## src/rtl/ss_reader.sv

```systemverilog
// ---------------------------------------------------------------------------
// ss_reader
//
// Collects eight 7-segment patterns, one per accepted beat, decodes each
// into a hex nibble and publishes the completed frame on digits/bad with a
// one-cycle done pulse. An unrecognised pattern decodes to 0 with its bad bit
// set. A blank pattern (all segments off) decodes to 0 with its bad bit clear.
//
// Optional feature: define SS_READER_NINESCOMP_EN to add the comp output.
// comp carries the nines complement of each decimal digit, and 0 for the
// digits A-F. comp is registered together with digits.
//
// Ports
//   hz100      in   1   clock; all state updates on the rising edge
//   reset      in   1   synchronous reset, active low
//   seg_in     in   7   segment pattern, bit0 = a ... bit6 = g, 1 = lit
//   seg_valid  in   1   seg_in holds a beat
//   seg_ready  out  1   block can accept a beat (low only in the DONE cycle)
//   digits     out 32   last completed frame; first beat in [31:28]
//   bad        out  8   per-digit unrecognised flag; bit 7 pairs with [31:28]
//   done       out  1   one-cycle pulse when digits/bad update
//   busy       out  1   high while a frame is partially received
//   comp       out 32   (SS_READER_NINESCOMP_EN only) nines complement of digits
// ---------------------------------------------------------------------------
`timescale 1ns/1ps

module ss_reader (
    input  logic        hz100,
    input  logic        reset,
    input  logic [6:0]  seg_in,
    input  logic        seg_valid,
    output logic        seg_ready,
    output logic [31:0] digits,
    output logic [7:0]  bad,
    output logic        done,
    output logic        busy
`ifdef SS_READER_NINESCOMP_EN
    ,
    output logic [31:0] comp
`endif
);

    typedef enum logic [1:0] {
        IDLE    = 2'd0,
        COLLECT = 2'd1,
        DONE    = 2'd2
    } state_t;

    state_t      state_q;
    logic [2:0]  count_q;
    logic [31:0] work_q;
    logic [7:0]  work_bad_q;
    logic [31:0] digits_q;
    logic [7:0]  bad_q;
    logic        done_q;
    logic        busy_q;
    logic        ready_q;

    logic        accept;
    logic [3:0]  dec_nib;
    logic        dec_bad;
    logic [31:0] work_d;
    logic [7:0]  work_bad_d;

    assign accept = seg_valid & ready_q;

    // Pattern decode for the beat currently on seg_in.
    // NOTE: every signal gets a default before the case so no latch is inferred.
    always_comb begin
        dec_nib = 4'h0;
        dec_bad = 1'b0;
        case (seg_in)
            7'h3F: dec_nib = 4'h0;
            7'h06: dec_nib = 4'h1;
            7'h5B: dec_nib = 4'h2;
            7'h4F: dec_nib = 4'h3;
            7'h66: dec_nib = 4'h4;
            7'h6D: dec_nib = 4'h5;
            7'h7D: dec_nib = 4'h6;
            7'h07: dec_nib = 4'h7;
            7'h7F: dec_nib = 4'h8;
            7'h67: dec_nib = 4'h9;
            7'h77: dec_nib = 4'hA;
            7'h7C: dec_nib = 4'hB;
            7'h39: dec_nib = 4'hC;
            7'h5E: dec_nib = 4'hD;
            7'h79: dec_nib = 4'hE;
            7'h71: dec_nib = 4'hF;
            7'h00: dec_bad = 1'b0;   // blank: valid, reads as 0
            default: dec_bad = 1'b1;
        endcase
    end

    // Working registers after shifting in the current beat. On the 8th beat
    // these are the complete frame, which is published straight from here so
    // digits/bad already hold it during the DONE cycle.
    assign work_d     = {work_q[27:0], dec_nib};
    assign work_bad_d = {work_bad_q[6:0], dec_bad};

`ifdef SS_READER_NINESCOMP_EN
    logic [31:0] comp_q;
    logic [31:0] comp_d;

    always_comb begin
        comp_d = '0;
        for (int i = 0; i < 8; i++) begin
            if (work_d[4*i +: 4] <= 4'd9) begin
                comp_d[4*i +: 4] = 4'd9 - work_d[4*i +: 4];
            end
        end
    end

    assign comp = comp_q;
`endif

    // NOTE: sequential state uses non-blocking assignments only, so every
    // register samples the pre-edge values regardless of statement order.
    always_ff @(posedge hz100) begin
        // NOTE: the output frame registers are reset because they are visible
        // ports. The working shift registers are reset to keep their state
        // well defined, even though a full frame always overwrites them.
        if (!reset) begin
            state_q    <= IDLE;
            count_q    <= 3'd0;
            work_q     <= '0;
            work_bad_q <= '0;
            digits_q   <= '0;
            bad_q      <= '0;
            done_q     <= 1'b0;
            busy_q     <= 1'b0;
            ready_q    <= 1'b1;
`ifdef SS_READER_NINESCOMP_EN
            comp_q     <= '0;
`endif
        end else begin
            done_q <= 1'b0;
            case (state_q)
                IDLE: begin
                    if (accept) begin
                        state_q    <= COLLECT;
                        count_q    <= 3'd1;
                        work_q     <= work_d;
                        work_bad_q <= work_bad_d;
                        busy_q     <= 1'b1;
                    end
                end
                COLLECT: begin
                    if (accept) begin
                        count_q    <= count_q + 3'd1;   // wraps to 0 on the 8th beat
                        work_q     <= work_d;
                        work_bad_q <= work_bad_d;
                        if (count_q == 3'd7) begin
                            state_q  <= DONE;
                            digits_q <= work_d;
                            bad_q    <= work_bad_d;
`ifdef SS_READER_NINESCOMP_EN
                            comp_q   <= comp_d;
`endif
                            done_q   <= 1'b1;
                            busy_q   <= 1'b0;
                            ready_q  <= 1'b0;
                        end
                    end
                end
                DONE: begin
                    state_q <= IDLE;
                    ready_q <= 1'b1;
                end
                default: begin
                    state_q <= IDLE;
                    busy_q  <= 1'b0;
                    ready_q <= 1'b1;
                end
            endcase
        end
    end

    assign seg_ready = ready_q;
    assign digits    = digits_q;
    assign bad       = bad_q;
    assign done      = done_q;
    assign busy      = busy_q;

endmodule

```

## config.mk

```make
export PLATFORM = sky130hd
export DESIGN_NAME = ss_reader
export DESIGN_NICKNAME = d
export VERILOG_FILES = /design/src/rtl/ss_reader.sv
export SDC_FILE = /design/constraint.sdc
export NUM_CORES = 1
export LEC_CHECK = 0
export CELL_PAD_IN_SITES_DETAIL_PLACEMENT = 1
export CELL_PAD_IN_SITES_GLOBAL_PLACEMENT = 1
export CORE_ASPECT_RATIO = 0.75
export CORE_MARGIN = 2
export CORE_UTILIZATION = 42
export CTS_CLUSTER_SIZE = 28
export DETAILED_ROUTE_END_ITERATION = 10
export HOLD_SLACK_MARGIN = 0.1
export PLACE_DENSITY = 0.89
export SYNTH_ARGS = -nofsm -noshare
export SYNTH_HDL_FRONTEND = slang
export SYNTH_SLANG_ARGS = --single-unit
```

## constraint.sdc

```tcl
create_clock -name hz100 -period 2.8 [get_ports hz100]
set_input_delay 0.84 -clock hz100 [delete_from_list [all_inputs] [get_ports hz100]]
set_output_delay 0.84 -clock hz100 [all_outputs]
set_load 0.02 [all_outputs]
```

### Word-level counts from Yosys, hierarchy flattened

Index checks and enable logic that the tools add are counted.

| storage, ports and cells | value |
|---|---|
| flip-flop bits (word level) | 83 |
| bits of input ports | 10 |
| output and inout bits | 43 |
| logic and storage cells | 62 |

| operators by class | value |
|---|---|
| $add $sub $neg | 1 |
| equal/unequal tests | 22 |
| muxes and demuxes | 15 |
| bitwise gates (word level) | 3 |
| reductions and logical operators | 12 |

Operators by type and width:

| cell | number |
|---|---|
| == test 7 bit, second input constant | 12 |
| one-hot mux 4 bit (15 select lines) | 1 |
| OR reduction 17 bit | 1 |
| AND reduction 3 bit | 5 |
| == test 7 x 3 -> 1 bit, second input constant | 2 |
| == test 7 x 6 -> 1 bit, second input constant | 2 |
| zero test 7 bit | 1 |
| 2-to-1 mux 2 bit | 3 |
| 2-to-1 mux 3 bit | 2 |
| != test 2 bit, second input constant | 3 |
| one-hot mux 3 bit (2 select lines) | 1 |
| 2-to-1 mux 1 bit | 5 |
| one-hot mux 2 bit (2 select lines) | 1 |
| AND reduction 4 bit | 1 |
| adder 3 x 1 -> 3 bit, second input constant | 1 |
| == test 3 bit, second input constant | 1 |
| one-hot mux 1 bit (3 select lines) | 1 |
| == test 2 x 1 -> 1 bit, second input constant | 1 |
| == test 2 bit, second input constant | 1 |
| zero test 2 bit | 1 |
| NOT 1 bit | 2 |
| one-hot mux 1 bit (2 select lines) | 1 |
| AND reduction 2 bit | 1 |
| nonzero test 2 bit | 1 |
| other kinds (2) | 2 |

### Longest topological paths before layout

| depth | value |
|---|---|
| depth in word-level cells | 4 |
| gate-level depth with buffers | 7 |
| mapped depth without buffers | 5 |

### Worst setup path before layout

Ideal clock, no wire load.

| timing path | value |
|---|---|
| path kind | input to register |
| start | input seg_in[5] |
| end | register work_bad_q[0] |
| arrival | 1863 ps |
| data required time | 2679 ps |
| setup slack | 816 ps |
| cell stages on the path | 5 |
| path buffers | 1 |
| path through | buf_6 or4_1 a211oi_1 a211o_1 o41ai_2 |

| on the way | value |
|---|---|
| cells in the longest elaborated chain, start to end | 3 |
| elaborated cells between the ends (all ways) | 19 |
| classes of those cells | eq/ne: 16; mux: 1; reduce/logical: 2 |

RTL lines:

| element | line | source |
|---|---|---|
| start: declaration | 30 | `input logic [6:0] seg_in,` |
| == test 7 bit (tied with other cells) | 72 | `case (seg_in)` |
| OR reduction 17 bit (no line) * | - |  |
| 2-to-1 mux 1 bit * | 72 |  |
| end signal: assignment | 143 | `work_bad_q <= work_bad_d;` |
| end signal: assignment | 151 | `work_bad_q <= work_bad_d;` |
| end: declaration | 52 | `logic [7:0] work_bad_q;` |

Every way passes the cells marked *; elsewhere a longest branch is shown, timed or not.
A chain may end at the register's enable or synchronous reset.

### Worst setup path after layout

| timing path | value |
|---|---|
| start | input seg_in[1] |
| end | register digits_q[0] (netlist: digits[0]) |

| on the way | value |
|---|---|
| cells in the longest elaborated chain, start to end | 2 |
| elaborated cells between the ends (all ways) | 16 |
| classes of those cells | eq/ne: 15; mux: 1 |

RTL lines:

| element | line | source |
|---|---|---|
| == test 7 bit (tied with other cells) | 72 |  |
| one-hot mux 4 bit (15 select lines) * | 72 |  |
| end signal: assignment | 154 | `digits_q <= work_d;` |
| end: declaration | 53 | `logic [31:0] digits_q;` |

Marked as above.

==> qor.csv <==
metric,value,unit
Synth Instances,404,
hold-fix buffers at CTS,0,
Netlist cell types,45,
clk_lat worst skew,0.36,ns
# port buffers,52,
total clock sinks,83,
ant diodes,0,
final worst-path setup slack,0.442,ns
R2R Setup Slk,0.92,ns
Placement Cell Area,3880,um^2
Tightest Hold Check Type,reg -> reg,
dpl cells,539,
first-pass GRT wire length,14500,um
Synth area leader,dfxtp_1,
clk_skew,0.00711,ns
yosys warns,0,
Die Y,80.3,um
final antenna-violating net count,0,
pwr dens,541,nW/um^2
r2r worst-path depth,6,
Slew Limit Fails,0,
Core ar.,7430,um^2
Setup TNS Final,0,ns
period utilization,0.842,
"non-filler cells, final",555,
global placement routability congestion,0.778,
post-synthesis sequential area ratio,0.509,
Relative slew margins,0.666,
Crit Path Class,in -> reg,
r2r startpoint,count_q[0],
Post-Syn Nets,416,
gr usage total,0.215,
wire per inst,15.7,um
DRT Pass-1 Iters,4,
largest net degree at the start of global routing,46,
crit start category,input pin,
"flops & latches, synth",83,
CP endpoint kind,flop,
CTS Buffer Depth,2,
crit path time final,2.36,ns
IO Pins,53,
Lkg Pwr,1.38,nW
post-CTS setup repair buffer count,0,
CTS tree,yes,
DR iter-0 viols,121,
share of the synthesized area in the top cell type,0.509,
Starting Density,0.439,
most frequent cells in the layout,"138 x nand2_1, 83 x dfxtp_1, 73 x a21oi_1",
Final Cell Area,4090,um^2
Final #Nets,461,
layout overhead on the synthesized area,25.3,%
DRC errors left,0,
Worst EP arrival,2.64,ns
die area,8490,um^2
grt ovf,0,
Post-Route WL,8720,um
layout cells sized above 1,0.0815,
Core Rows,27,
Final setup viols,0,
fmax,424,MHz
crit-path max FO,14,
root buffer cell,clkbuf_8,
post-DP HPWL,5910,um
PostCTS Resize Cnt,0,
vias per cell,5.36,
"commonest non-fill, non-tap cell in the layout",nand2_1,
initial antenna violation count,0,
pre-CTS WS,0.0754,ns
RSZ-0062 raised after global routing,no,
via count of the routed design,2973,
Max Cap Viol,0,
terminus of the critical flop-to-flop path,digits[15],
die width,106,um
peak supply drop,288,uV
final hold vios,0,
status,"finished, final reports clean",
Worst setup startpoint,seg_in[1],
Post-Syn Area,3260,um^2
# fillers,900,
clock transition at the registers of the reported paths,0.08,ns
Synth area leaders,"dfxtp_1 51%, nand2_1 16%, a21oi_1 11%",
Slew @ Worst Pin,0.500,ns
H-tree depth,3,
Setup crit end,digits[0],
Required @ worst endpoint,3.09,ns
Num CTS Buffers,9,
Mean Syn Cell Area,8.07,um^2
vias in the first global route,3066,
==> worst max-delay path, stage by stage <==
cell and delay (ns):
clkdlybuf4s50_1 0.75, or4b_4 0.54, nor4b_2 0.22, a31oi_1 0.09, a31oi_1 0.19
==> synth_stat cells, drive strengths merged <==
cell type,n
a211o,2
a211oi,3
a21boi,1
a21o,1
a21oi,73
a31oi,5
and3,2
and3b,1
and4,1
buf,16
clkbuf,16
dfxtp,83
ha,2
inv,4
mux2,1
nand2,138
nand2b,1
nand3,8
nand3b,5
nand4,1
nand4b,2
nand4bb,2
nor2,6
nor2b,1
nor3,3
nor4,2
nor4b,2
o211ai,1
o21ai,10
o21bai,1
o22ai,2
o41ai,2
or2,1
or4,1
or4b,2
xnor2,1
xor2,1
==> kinds of logic (layout without fill, tap and decap cells) <==
| logic type | Yosys count | in the layout | share of synthesized area |
|---|---|---|---|
| AO/OA/AOI/OAI | 101 | 101 | 0.172 |
| XOR/XNOR | 2 | 2 | 0.00537 |
| adder cells (fa/ha/maj) | 2 | 2 | 0.00767 |
| buffers and inverters | 36 | 86 | 0.0560 |
| flip-flops | 83 | 83 | 0.509 |
| multiplexers | 1 | 1 | 0.00345 |
| AND/OR/NAND/NOR | 179 | 179 | 0.246 |
==> layout make-up <==
cell class	instances	area, um^2	share of cell area
inverter	4	15.0	0.00367
multi-input combinational	285	1420	0.347
tap	101	126	0.0309
clock buffer	11	141	0.0346
sequential	83	1660	0.406
timing repair buffer	66	663	0.162
clock inverter	5	62.6	0.0153
==> where the power goes <==
group          internal (W)  switching [W]
combinational     0.0000511      0.0000796
clock              0.000439       0.000435
sequential          0.00119      0.0000131
total               0.00168       0.000528
==> metrics by stage <==
step | power [W] | utilization | hold slack (ns)
2_1_floorplan | 0.00131 | - | 0.432
3_3_place_gp | 0.00136 | 0.523 | 0.442
3_5_place_dp | 0.00136 | 0.523 | 0.449
4_1_cts | 0.00223 | 0.550 | 0.461
5_1_grt | 0.00230 | 0.550 | 0.481
6_report | 0.00221 | 0.550 | 0.458
==> how the worst min path moves through the flow <==
| stage | slack [ns] | to | depth (start not counted) | from |
|---|---|---|---|---|
| after floorplan | 0.43 | bad[7] | 2 | work_bad_q[6] |
| after global placement | 0.44 | count_q[1] | 2 | count_q[1] |
| after detailed placement | 0.45 | digits[27] | 2 | digits[27] |
| after CTS | 0.46 | digits[27] | 2 | digits[27] |
| after global routing | 0.48 | digits[21] | 2 | digits[21] |
| final | 0.46 | digits[27] | 2 | digits[27] |
==> metal layers <==
| metal | wire length [um] | vias to the layer above | track usage |
|---|---|---|---|
| li1 | - | 1446 | - |
| met1 | 4050 | 1455 | 0.262 |
| met2 | 4260 | 58 | 0.381 |
| met3 | 280 | 14 | 0.0560 |
| met4 | 126 | 0 | 0.0566 |
| met5 | 0 | - | 0 |
==> state kept, by name, summed over array words and instances (netlist names) <==
signal / count
bad: 8
busy: 1
count_q: 3
digits: 32
done: 1
seg_ready: 1
state_q: 2
work_bad_q: 7
work_q: 28
Note: power is estimated with default switching activity, not from simulation.
